===== src/rtl/muldiv_pkg.sv =====
// Shared types and constants for the RV32M multiply/divide sequencer.
// Latency: n/a (declarations only).
// Backpressure: n/a (declarations only).
package muldiv_pkg;

   typedef enum logic [2:0] {
      IDLE,
      MUL,
      DIV,
      FIX,
      DONE
   } state_t;

   localparam logic [2:0] F3_MUL    = 3'b000;
   localparam logic [2:0] F3_MULH   = 3'b001;
   localparam logic [2:0] F3_MULHSU = 3'b010;
   localparam logic [2:0] F3_MULHU  = 3'b011;
   localparam logic [2:0] F3_DIV    = 3'b100;
   localparam logic [2:0] F3_DIVU   = 3'b101;
   localparam logic [2:0] F3_REM    = 3'b110;
   localparam logic [2:0] F3_REMU   = 3'b111;

   localparam logic [6:0] MTYPE_FUNCT7 = 7'b0000001;
   localparam logic [2:0] ALUOP_MTYPE  = 3'b011;

endpackage


===== src/rtl/muldiv_sequencer_if.sv =====
// EX-stage handshake between the pipeline and the M-extension sequencer.
// Latency: n/a (wires only).
// Backpressure: stall is driven by the sequencer and freezes the upstream stages.
interface muldiv_sequencer_if #(
   parameter int XLEN = 32
);
   logic            start;
   logic [2:0]      funct3;
   logic [XLEN-1:0] rs1_val;
   logic [XLEN-1:0] rs2_val;
   logic            flush;
   logic            stall;
   logic            done;
   logic [XLEN-1:0] result;

   // pipeline side
   modport master (
      output start, funct3, rs1_val, rs2_val, flush,
      input  stall, done, result
   );

   // sequencer side
   modport slave (
      input  start, funct3, rs1_val, rs2_val, flush,
      output stall, done, result
   );
endinterface


===== src/rtl/muldiv_sequencer_div_step.sv =====
// One radix-2 restoring division step on the {rem,quo} pair.
// Latency: combinational.
// Backpressure: none; the caller decides when to register the outputs.
module div_step #(
   parameter int XLEN = 32
) (
   input  logic [XLEN-1:0] rem_in,
   input  logic [XLEN-1:0] quo_in,
   input  logic [XLEN-1:0] dvs,
   output logic [XLEN-1:0] rem_out,
   output logic [XLEN-1:0] quo_out
);
   // rem < dvs always holds, so the shifted remainder minus dvs fits in XLEN+1
   // bits and its top bit is a clean borrow flag.
   logic [XLEN:0] rem_sh;
   logic [XLEN:0] diff;

   assign rem_sh = {rem_in, quo_in[XLEN-1]};
   assign diff   = rem_sh - {1'b0, dvs};

   // restore on borrow, otherwise keep the difference and shift in a 1
   always_comb begin
      rem_out = diff[XLEN-1:0];
      quo_out = {quo_in[XLEN-2:0], 1'b1};
      if (diff[XLEN]) begin
         rem_out = rem_sh[XLEN-1:0];
         quo_out = {quo_in[XLEN-2:0], 1'b0};
      end
   end
endmodule


===== src/rtl/muldiv_sequencer.sv =====
// RV32M EX-stage sequencer: registered multiplier plus iterative restoring divider.
// Latency: MUL* 2 cycles start->done, DIV/REM 34, divide-by-zero/overflow 1.
// Backpressure: stall holds IF/ID/EX while busy; MULDIV_DIVREM_FUSE_EN adds a 1-cycle DIV/REM result cache.
module muldiv_sequencer
   import muldiv_pkg::*;
#(
   parameter int XLEN  = 32,
   parameter int CNT_W = 6
) (
   input logic               clk,
   input logic               rst,
   muldiv_sequencer_if.slave bus
);
   localparam logic [XLEN-1:0] INT_MIN = {1'b1, {(XLEN-1){1'b0}}};

   state_t            state;
   logic [CNT_W-1:0]  counter;
   logic [XLEN-1:0]   quo;
   logic [XLEN-1:0]   rem;
   logic [XLEN-1:0]   dvs;
   logic              neg_q;
   logic              neg_r;
   logic [1:0]        op_sel;
   logic [XLEN:0]     op_a;
   logic [XLEN:0]     op_b;
   logic              done_q;
   logic [XLEN-1:0]   result_q;

   // decode of the instruction presented in IDLE
   logic            a_signed;
   logic            b_signed;
   logic            div_signed;
   logic            div_zero;
   logic            div_ovf;
   logic [XLEN-1:0] abs_a;
   logic [XLEN-1:0] abs_b;

   assign a_signed   = (bus.funct3 != F3_MULHU);
   assign b_signed   = (bus.funct3 == F3_MUL) || (bus.funct3 == F3_MULH);
   assign div_signed = (bus.funct3 == F3_DIV) || (bus.funct3 == F3_REM);
   assign div_zero   = (bus.rs2_val == '0);
   assign div_ovf    = div_signed && (bus.rs1_val == INT_MIN) && (bus.rs2_val == '1);
   assign abs_a      = (div_signed && bus.rs1_val[XLEN-1]) ? -bus.rs1_val : bus.rs1_val;
   assign abs_b      = (div_signed && bus.rs2_val[XLEN-1]) ? -bus.rs2_val : bus.rs2_val;

   // The signed 33x33 product needs 66 bits, but its top two bits are only sign
   // copies, so the low 2*XLEN bits of a sign-extended multiply carry everything.
   logic [2*XLEN-1:0] wide_a;
   logic [2*XLEN-1:0] wide_b;
   logic [2*XLEN-1:0] mul_prod;
   logic [XLEN-1:0]   mul_res;

   assign wide_a   = {{(XLEN-1){op_a[XLEN]}}, op_a};
   assign wide_b   = {{(XLEN-1){op_b[XLEN]}}, op_b};
   assign mul_prod = wide_a * wide_b;
   assign mul_res  = (op_sel == 2'b00) ? mul_prod[XLEN-1:0] : mul_prod[2*XLEN-1:XLEN];

   // divider datapath
   logic [XLEN-1:0] step_rem;
   logic [XLEN-1:0] step_quo;
   logic [XLEN-1:0] fix_quo;
   logic [XLEN-1:0] fix_rem;

   div_step #(.XLEN(XLEN)) u_div_step (
      .rem_in  (rem),
      .quo_in  (quo),
      .dvs     (dvs),
      .rem_out (step_rem),
      .quo_out (step_quo)
   );

   assign fix_quo = neg_q ? -quo : quo;
   assign fix_rem = neg_r ? -rem : rem;

`ifdef MULDIV_DIVREM_FUSE_EN
   logic            c_vld;
   logic            c_sgn;
   logic [XLEN-1:0] c_a;
   logic [XLEN-1:0] c_b;
   logic [XLEN-1:0] c_quo;
   logic [XLEN-1:0] c_rem;
   logic [XLEN-1:0] raw_a;
   logic [XLEN-1:0] raw_b;
   logic            raw_sgn;
   logic            cache_hit;

   assign cache_hit = c_vld && (c_a == bus.rs1_val) && (c_b == bus.rs2_val) &&
                      (c_sgn == div_signed);
`endif

   assign bus.stall  = ((state == IDLE) && bus.start && !bus.flush) ||
                       (state == MUL) || (state == DIV) || (state == FIX);
   assign bus.done   = done_q;
   assign bus.result = result_q;

   // sequencer FSM with registered done/result; flush outranks start and completion
   always_ff @(posedge clk or posedge rst) begin
      if (rst) begin
         state    <= IDLE;
         counter  <= '0;
         quo      <= '0;
         rem      <= '0;
         dvs      <= '0;
         neg_q    <= 1'b0;
         neg_r    <= 1'b0;
         op_sel   <= 2'b00;
         op_a     <= '0;
         op_b     <= '0;
         done_q   <= 1'b0;
         result_q <= '0;
`ifdef MULDIV_DIVREM_FUSE_EN
         c_vld    <= 1'b0;
         c_sgn    <= 1'b0;
         c_a      <= '0;
         c_b      <= '0;
         c_quo    <= '0;
         c_rem    <= '0;
         raw_a    <= '0;
         raw_b    <= '0;
         raw_sgn  <= 1'b0;
`endif
      end else begin
         done_q <= 1'b0;
         if (bus.flush) begin
            state <= IDLE;
`ifdef MULDIV_DIVREM_FUSE_EN
            if ((state == DIV) || (state == FIX)) c_vld <= 1'b0;
`endif
         end else begin
            case (state)
               IDLE: begin
                  if (bus.start) begin
                     op_sel <= bus.funct3[1:0];
                     if (!bus.funct3[2]) begin
                        op_a  <= {a_signed & bus.rs1_val[XLEN-1], bus.rs1_val};
                        op_b  <= {b_signed & bus.rs2_val[XLEN-1], bus.rs2_val};
                        state <= MUL;
                     end else if (div_zero) begin
                        quo      <= '1;
                        rem      <= bus.rs1_val;
                        result_q <= bus.funct3[1] ? bus.rs1_val : '1;
                        done_q   <= 1'b1;
                        state    <= DONE;
`ifdef MULDIV_DIVREM_FUSE_EN
                        c_vld    <= 1'b0;
`endif
                     end else if (div_ovf) begin
                        quo      <= INT_MIN;
                        rem      <= '0;
                        result_q <= bus.funct3[1] ? '0 : INT_MIN;
                        done_q   <= 1'b1;
                        state    <= DONE;
`ifdef MULDIV_DIVREM_FUSE_EN
                        c_vld    <= 1'b0;
`endif
`ifdef MULDIV_DIVREM_FUSE_EN
                     end else if (cache_hit) begin
                        quo      <= c_quo;
                        rem      <= c_rem;
                        result_q <= bus.funct3[1] ? c_rem : c_quo;
                        done_q   <= 1'b1;
                        state    <= DONE;
`endif
                     end else begin
                        quo     <= abs_a;
                        rem     <= '0;
                        dvs     <= abs_b;
                        neg_q   <= div_signed && (bus.rs1_val[XLEN-1] ^ bus.rs2_val[XLEN-1]);
                        neg_r   <= div_signed && bus.rs1_val[XLEN-1];
                        counter <= CNT_W'(XLEN);
                        state   <= DIV;
`ifdef MULDIV_DIVREM_FUSE_EN
                        raw_a   <= bus.rs1_val;
                        raw_b   <= bus.rs2_val;
                        raw_sgn <= div_signed;
`endif
                     end
                  end
               end
               MUL: begin
                  result_q <= mul_res;
                  done_q   <= 1'b1;
                  state    <= DONE;
               end
               DIV: begin
                  quo     <= step_quo;
                  rem     <= step_rem;
                  counter <= counter - CNT_W'(1);
                  if (counter == CNT_W'(1)) state <= FIX;
               end
               FIX: begin
                  quo      <= fix_quo;
                  rem      <= fix_rem;
                  result_q <= op_sel[1] ? fix_rem : fix_quo;
                  done_q   <= 1'b1;
                  state    <= DONE;
`ifdef MULDIV_DIVREM_FUSE_EN
                  c_vld    <= 1'b1;
                  c_a      <= raw_a;
                  c_b      <= raw_b;
                  c_sgn    <= raw_sgn;
                  c_quo    <= fix_quo;
                  c_rem    <= fix_rem;
`endif
               end
               // start is still the same instruction here, so it is not re-accepted
               DONE: state <= IDLE;
               default: state <= IDLE;
            endcase
         end
      end
   end
endmodule


===== src/flat_wrapper.sv =====
// flat-port wrapper written by rule: the top's interface ports become plain ports
module muldiv_sequencer_flat import muldiv_pkg::*;
#(
   parameter int XLEN  = 32,
   parameter int CNT_W = 6
)
  (clk, rst, bus_start, bus_funct3, bus_rs1_val, bus_rs2_val, bus_flush, bus_stall, bus_done, bus_result);
  muldiv_sequencer_if #(.XLEN(XLEN)) bus_i ();
  input logic clk;
  input logic rst;
  input wire logic [$bits(bus_i.start)-1:0] bus_start;
  input wire logic [$bits(bus_i.funct3)-1:0] bus_funct3;
  input wire logic [$bits(bus_i.rs1_val)-1:0] bus_rs1_val;
  input wire logic [$bits(bus_i.rs2_val)-1:0] bus_rs2_val;
  input wire logic [$bits(bus_i.flush)-1:0] bus_flush;
  output wire logic [$bits(bus_i.stall)-1:0] bus_stall;
  output wire logic [$bits(bus_i.done)-1:0] bus_done;
  output wire logic [$bits(bus_i.result)-1:0] bus_result;
  assign bus_i.start = bus_start;
  assign bus_i.funct3 = bus_funct3;
  assign bus_i.rs1_val = bus_rs1_val;
  assign bus_i.rs2_val = bus_rs2_val;
  assign bus_i.flush = bus_flush;
  assign bus_stall = bus_i.stall;
  assign bus_done = bus_i.done;
  assign bus_result = bus_i.result;
  muldiv_sequencer #(.XLEN(XLEN), .CNT_W(CNT_W)) u_core (.clk(clk), .rst(rst), .bus(bus_i));
endmodule

===== config.mk =====
export PLATFORM = sky130hd
export DESIGN_NAME = muldiv_sequencer_flat
export DESIGN_NICKNAME = d
export VERILOG_FILES = /design/src/rtl/muldiv_pkg.sv /design/src/rtl/muldiv_sequencer_if.sv /design/src/rtl/muldiv_sequencer_div_step.sv /design/src/rtl/muldiv_sequencer.sv /design/src/flat_wrapper.sv
export SDC_FILE = /design/constraint.sdc
export NUM_CORES = 2
export LEC_CHECK = 0
export CORE_UTILIZATION = 60
export DETAILED_ROUTE_END_ITERATION = 12
export PLACE_DENSITY = 0.85
export SYNTH_ARGS = -nofsm -noshare
export SYNTH_HDL_FRONTEND = slang
export SYNTH_SLANG_ARGS = --single-unit
export TNS_END_PERCENT = 5

===== constraint.sdc =====
create_clock -name clk -period 7.15 [get_ports clk]
set_input_delay 0.715 -clock clk [delete_from_list [all_inputs] [get_ports clk]]
set_output_delay 0.715 -clock clk [all_outputs]
set_load 0.005 [all_outputs]

# Word-level counts from Yosys, hierarchy flattened
# Index checks and enable logic that the tools add are counted.
# totals
regBits	208
inputBits	71
# classes
addsub	6
multipliers	1
n_reduce_logical	28
bitwise_logic	7
n_mux	42
eq_ne	17
# op_table
op	n
$mux W32	20
$pmux W32 S3	3
$neg A32 Y32	4
$eq A32 B32 Y1 const B	2
$mul A33 B33 Y64	1
$sub A33 B32 Y33	1
$logic_not A32 Y1	1
$mux W6	4
$mux W3	6
$pmux W6 S2	1
$reduce_and A6 Y1	2
$pmux W3 S3	1
$ne A2 B2 Y1 const B	4
$reduce_and A4 Y1	2
$logic_and A1 B1 Y1	7
$eq A3 B1 Y1 const B	2
$eq A3 B2 Y1 const B	2
$eq A3 B3 Y1 const B	2
$eq A6 B1 Y1 const B	1
$logic_not A3 Y1	2
$mux W1	6
$ne A3 B3 Y1 const B	2
$reduce_bool A3 Y1	2
$sub A6 B1 Y6 const B	1
14 further kinds	22

# Logic depth before layout (Yosys ltp)
# logic_depth
word_depth	10
mapped_depth	30

# Modules after synthesis
# Synthesis repeated with hierarchy kept, for this count alone.
# unflattened
cells_unflattened	6042
hier_area_um2	53711.5
# by_module_without_submodules
mod	n_inst	cells_per_inst	area_per_inst_um2
muldiv_sequencer	1	5706	51120.3
div_step	1	336	2591.2

# Worst setup path before layout
# Ideal clock, no wire load.
# synth_timing
path_kind	register -> register
from	register u_core.op_b[3]
to	register u_core.result_q[30] (netlist: u_core.bus.result[30])
path_buffers	3
period_less_slack_ps	7723
slack_ps	-573
required_ps	7073
stages_incl_launch_ff	27
arrival_ps	7646
path_cell_list	dfrtp_1 clkbuf_1 clkbuf_1 nand2_1 inv_1 fa_1 fa_1 fa_1 fa_1 fa_1 fa_1 fa_1 inv_1 fa_1 inv_1 ha_1 clkbuf_1 a21o_1 a221o_1 a21oi_1 o2111ai_1 o31ai_1 o21bai_1 a311oi_1 xnor2_1 nand2_1 a21oi_1
# synth_via
elab_chain_len	3
# synth_lines
element	line_no	rtl
start: declaration	muldiv_sequencer.sv:25	logic [XLEN:0] op_b;
start signal: assignment	muldiv_sequencer.sv:136	op_b <= {b_signed & bus.rs2_val[XLEN-1], bus.rs2_val};
$mul A33 B33 Y64	muldiv_sequencer.sv:55	assign mul_prod = wide_a * wide_b;
$mux W32	muldiv_sequencer.sv:56	assign mul_res = (op_sel == 2'b00) ? mul_prod[XLEN-1:0] : mul_prod[2*XLEN-1:XLEN];
$pmux W32 S3	muldiv_sequencer.sv:130	case (state)
end signal: assignment	muldiv_sequencer.sv:141	result_q <= bus.funct3[1] ? bus.rs1_val : '1;
end signal: assignment	muldiv_sequencer.sv:150	result_q <= bus.funct3[1] ? '0 : INT_MIN;
end signal: assignment	muldiv_sequencer.sv:181	result_q <= mul_res;
end: declaration	muldiv_sequencer.sv:27	logic [XLEN-1:0] result_q;
# No other way between the ends.
# A chain may end at the register's enable or synchronous reset.

# Worst setup path after layout
# layout_timing
from	register u_core.op_b[18]
to	register u_core.result_q[21] (netlist: u_core.bus.result[21])
# The elaborated chain is that of the path after synthesis.

==> out/results.ini <==
[setup_path]
crit_top_cell=fa_1
critPathKind=register to register
slowest_delay_ns=0.60
critPathArrivalTime_ns=8.28
cp_slowest_cell=fa_2
cp_max_fo=10
endpoint_kind=register
cp_data_required_time_ns=7.58
critPathLaunchType=register

[synthesis]
synth_area_sq_um=52800
ys_async_sr_fraction_pct=100
ys_seq_area_share_pct=9.85
synth.avg_cell_area_sq_um=8.87
yosysWarnings=0
yosysUniqueCellTypes=75
synth_compound_area_share_pct=8.96
synth-simple-area-share_pct=16.2
synth_mux_area_share_pct=1.87
syn-num-nets=7403
synthXorXnorAreaFrac_pct=3.60
synth_top_family_by_area=adder cells
synth_fa_ha_area_share_pct=48.6
synthFlopType=dfrtp_1
postSynthCellCount=5955
synth-edff-count=0
ys_ff_latch=208

[die]
io_pins=105
core_region_area_sq_um=87000
die_y_um=299
num_rows=108
start_util_pct=60.7
dieWidth_um=299
dieArea_sq_um=89300

[sta]
fin_worst_skew_ns=0.0281
setup_violations=32
fin_ws_ns=-0.702
relSlewSlack_pct=13.4
tightest_slew_ns=1.30
period_minus_slack_ns=7.85
rsz0062_at_grt=true
max_clock_freq_ghz=0.127
hold_viol_final=0
fin_crit_sh_pct=110
slew_viol_final=0

[drt]
drtPass1Iterations=6
vias=44700
drt_iter0_drc=4503
drc=0
avgRoutedWirePerCell_um=22.4
avgViaCountPerCell=5.97
final_antenna_net_count=0
routed_wl_um=168000

[outcome]
violations=setup timing
status=finished with violations

[place]
routabilityCongestion=1.03
port_buffers=104
placed_cells=7404
dp_hpwl_um=135000
dpl_worst_slack_ns=-0.931

[cts]
cts_root_buf=clkbuf_16
clock-sinks=208
cts_tree=built
cts-buffers-inserted=26
ctsHoldBuffers=0
cts_buffer_depth=3
h-tree-depth=1
worstSkewPairLatency_ns=0.58
clk_pin_slew_ns=0.07

[finish]
stdcell_count=7486
layout-drive-gt1-share_pct=13.2
utilization_pct=70.0
area_delta_synth_final_pct=15.3
final_nets=7758

[grt]
grt_pass1_vias=48400
antenna_found_initial=8
grt_pass1_wl_um=265000
track_usage_pct=38.4
grt_start_max_net_pins=77
grt-ovfl-total=0

[flow_run]
cap_violations=0

[worst_hold_path]
min-delay-path-class=register to register

==> repair_timing <==
| action | 4_1_cts | 5_1_grt |
|---|---|---|
| setup endpoints to repair | 32 | 32 |
| setup buffers | 14 | 16 |
| endpoints found under the hold margin | 0 | 0 |
| cloned | 1 | 2 |
| pin swaps | 60 | 74 |
| gates resized for setup | 96 | 75 |
==> worst max-delay path, delay by kind of cell, from the launching register on <==
kind                       cells  cell delay (ns)
DFF                            1             0.41
xor gates and xnor gates       1             0.13
adders and majority gates      9             4.46
and+or+nand+nor                2             0.31
buffers and inverters         11             1.17
AOI/OAI and AO/OA              6             1.19
==> final cells by class <==
type	count	area, sq um
Sequential cell	208	5220
Multi-Input combinational cell	4215	42600
Clock buffer	36	738
Tap cell	1155	1450
Fill cell	6231	26100
Inverter	1213	4570
Clock inverter	12	113
Timing Repair Buffer	646	6200
Antenna cell	1	2.50
==> final timing paths <==
| kind | cells past startpoint | slack, ns | end | startpoint |
|---|---|---|---|---|
| setup / recovery | 29 | -0.70 | u_core.bus.result[21]$_DFFE_PP0P_ | u_core.op_b[18]$_DFFE_PP0P_ |
| hold / removal | 2 | 0.50 | u_core.bus.result[16]$_DFFE_PP0P_ | u_core.bus.result[16]$_DFFE_PP0P_ |
| setup reg to reg | 29 | -0.70 | u_core.bus.result[21]$_DFFE_PP0P_ | u_core.op_b[18]$_DFFE_PP0P_ |
| hold reg to reg | 2 | 0.50 | u_core.bus.result[16]$_DFFE_PP0P_ | u_core.bus.result[16]$_DFFE_PP0P_ |
| max in group asynchronous | 3 | 5.06 | u_core.bus.result[26]$_DFFE_PP0P_ | rst |
| min in group asynchronous | 2 | 0.60 | u_core.op_b[6]$_DFFE_PP0P_ | rst |
==> Yosys cell counts, drive strengths merged (33+ instances only) <==
| cell type | instances | area [sq um] |
|---|---|---|
| nor2 | 266 | 1000 |
| clkbuf | 298 | 1120 |
| fa | 1126 | 22500 |
| nor3 | 47 | 235 |
| a21o | 35 | 263 |
| a21oi | 234 | 1170 |
| dfrtp | 208 | 5200 |
| and2 | 544 | 3400 |
| nand3 | 33 | 165 |
| inv | 1213 | 4550 |
| o21ai | 219 | 1100 |
| mux2 | 69 | 777 |
| ha | 251 | 3140 |
| xnor2 | 130 | 1140 |
| nand2 | 728 | 2730 |
| xor2 | 87 | 762 |
==> state kept, by name (all words and copies together) (netlist names) <==
register / flops
u_core.bus.done: 1
u_core.dvs: 32
u_core.bus.result: 32
u_core.op_a: 33
u_core.state: 3
u_core.quo: 32
u_core.neg_r: 1
u_core.op_sel: 2
u_core.op_b: 33
u_core.neg_q: 1
u_core.counter: 6
u_core.rem: 32
==> routing by layer <==
layer | up-vias | GRT usage (%) | share of wire (%)
li1 | 18900 | - | -
met1 | 22400 | 48.7 | 36
met2 | 2694 | 61.2 | 47
met3 | 737 | 8.46 | 10
met4 | 6 | 21.3 | 6.8
met5 | - | 0 | 0.025
==> layout by cell type (no fill, tap or decap), types with 21 or more instances in the layout <==
master           synthesis  routed
o211ai_1                32      32
a21oi_1                234     215
mux2_2                  69      69
nand4_1                 21      21
and2_1                 543     537
inv_1                 1213    1199
a21o_1                  35      35
dfrtp_1                208     200
fa_2                     0      23
nor2_1                 265     253
nand2_1                728     722
mux2i_1                 21      21
clkdlybuf4s50_1          0     104
nand2b_1                26      26
a31oi_1                 28      26
xor2_1                  87      85
nor3_1                  47      45
o21ai_0                214     192
nand3_1                 33      31
buf_4                    0     450
buf_12                   0      81
o31ai_1                 30      25
a211oi_1                27      24
ha_1                   251     233
clkbuf_16                0      28
fa_1                  1126    1103
xnor2_1                130     123
==> cells by family after synthesis <==
kind of cell,count (synthesis)
AND/OR/NAND/NOR,1771
adder cells (fa/ha/maj),1377
flip-flops,208
multiplexers,90
XOR/XNOR,217
buffers and inverters,1532
AO/OA/AOI/OAI,760
==> per-stage QoR <==
| stage | hold slack (ns) | instance area, sq um | setup TNS [ns] |
|---|---|---|---|
| floorplan | 0.461 | 53000 | -0.911 |
| global placement | 0.483 | 59000 | -15.32 |
| detailed placement | 0.482 | 59000 | -19.55 |
| finish | 0.498 | 60900 | -15.14 |
| global route | 0.520 | 60900 | -21.84 |
| CTS | 0.500 | 60400 | -12.77 |
Power is left out: the tool's default activity adds up to more than one toggle a clock period on the data nets, which glitch-free logic cannot reach.
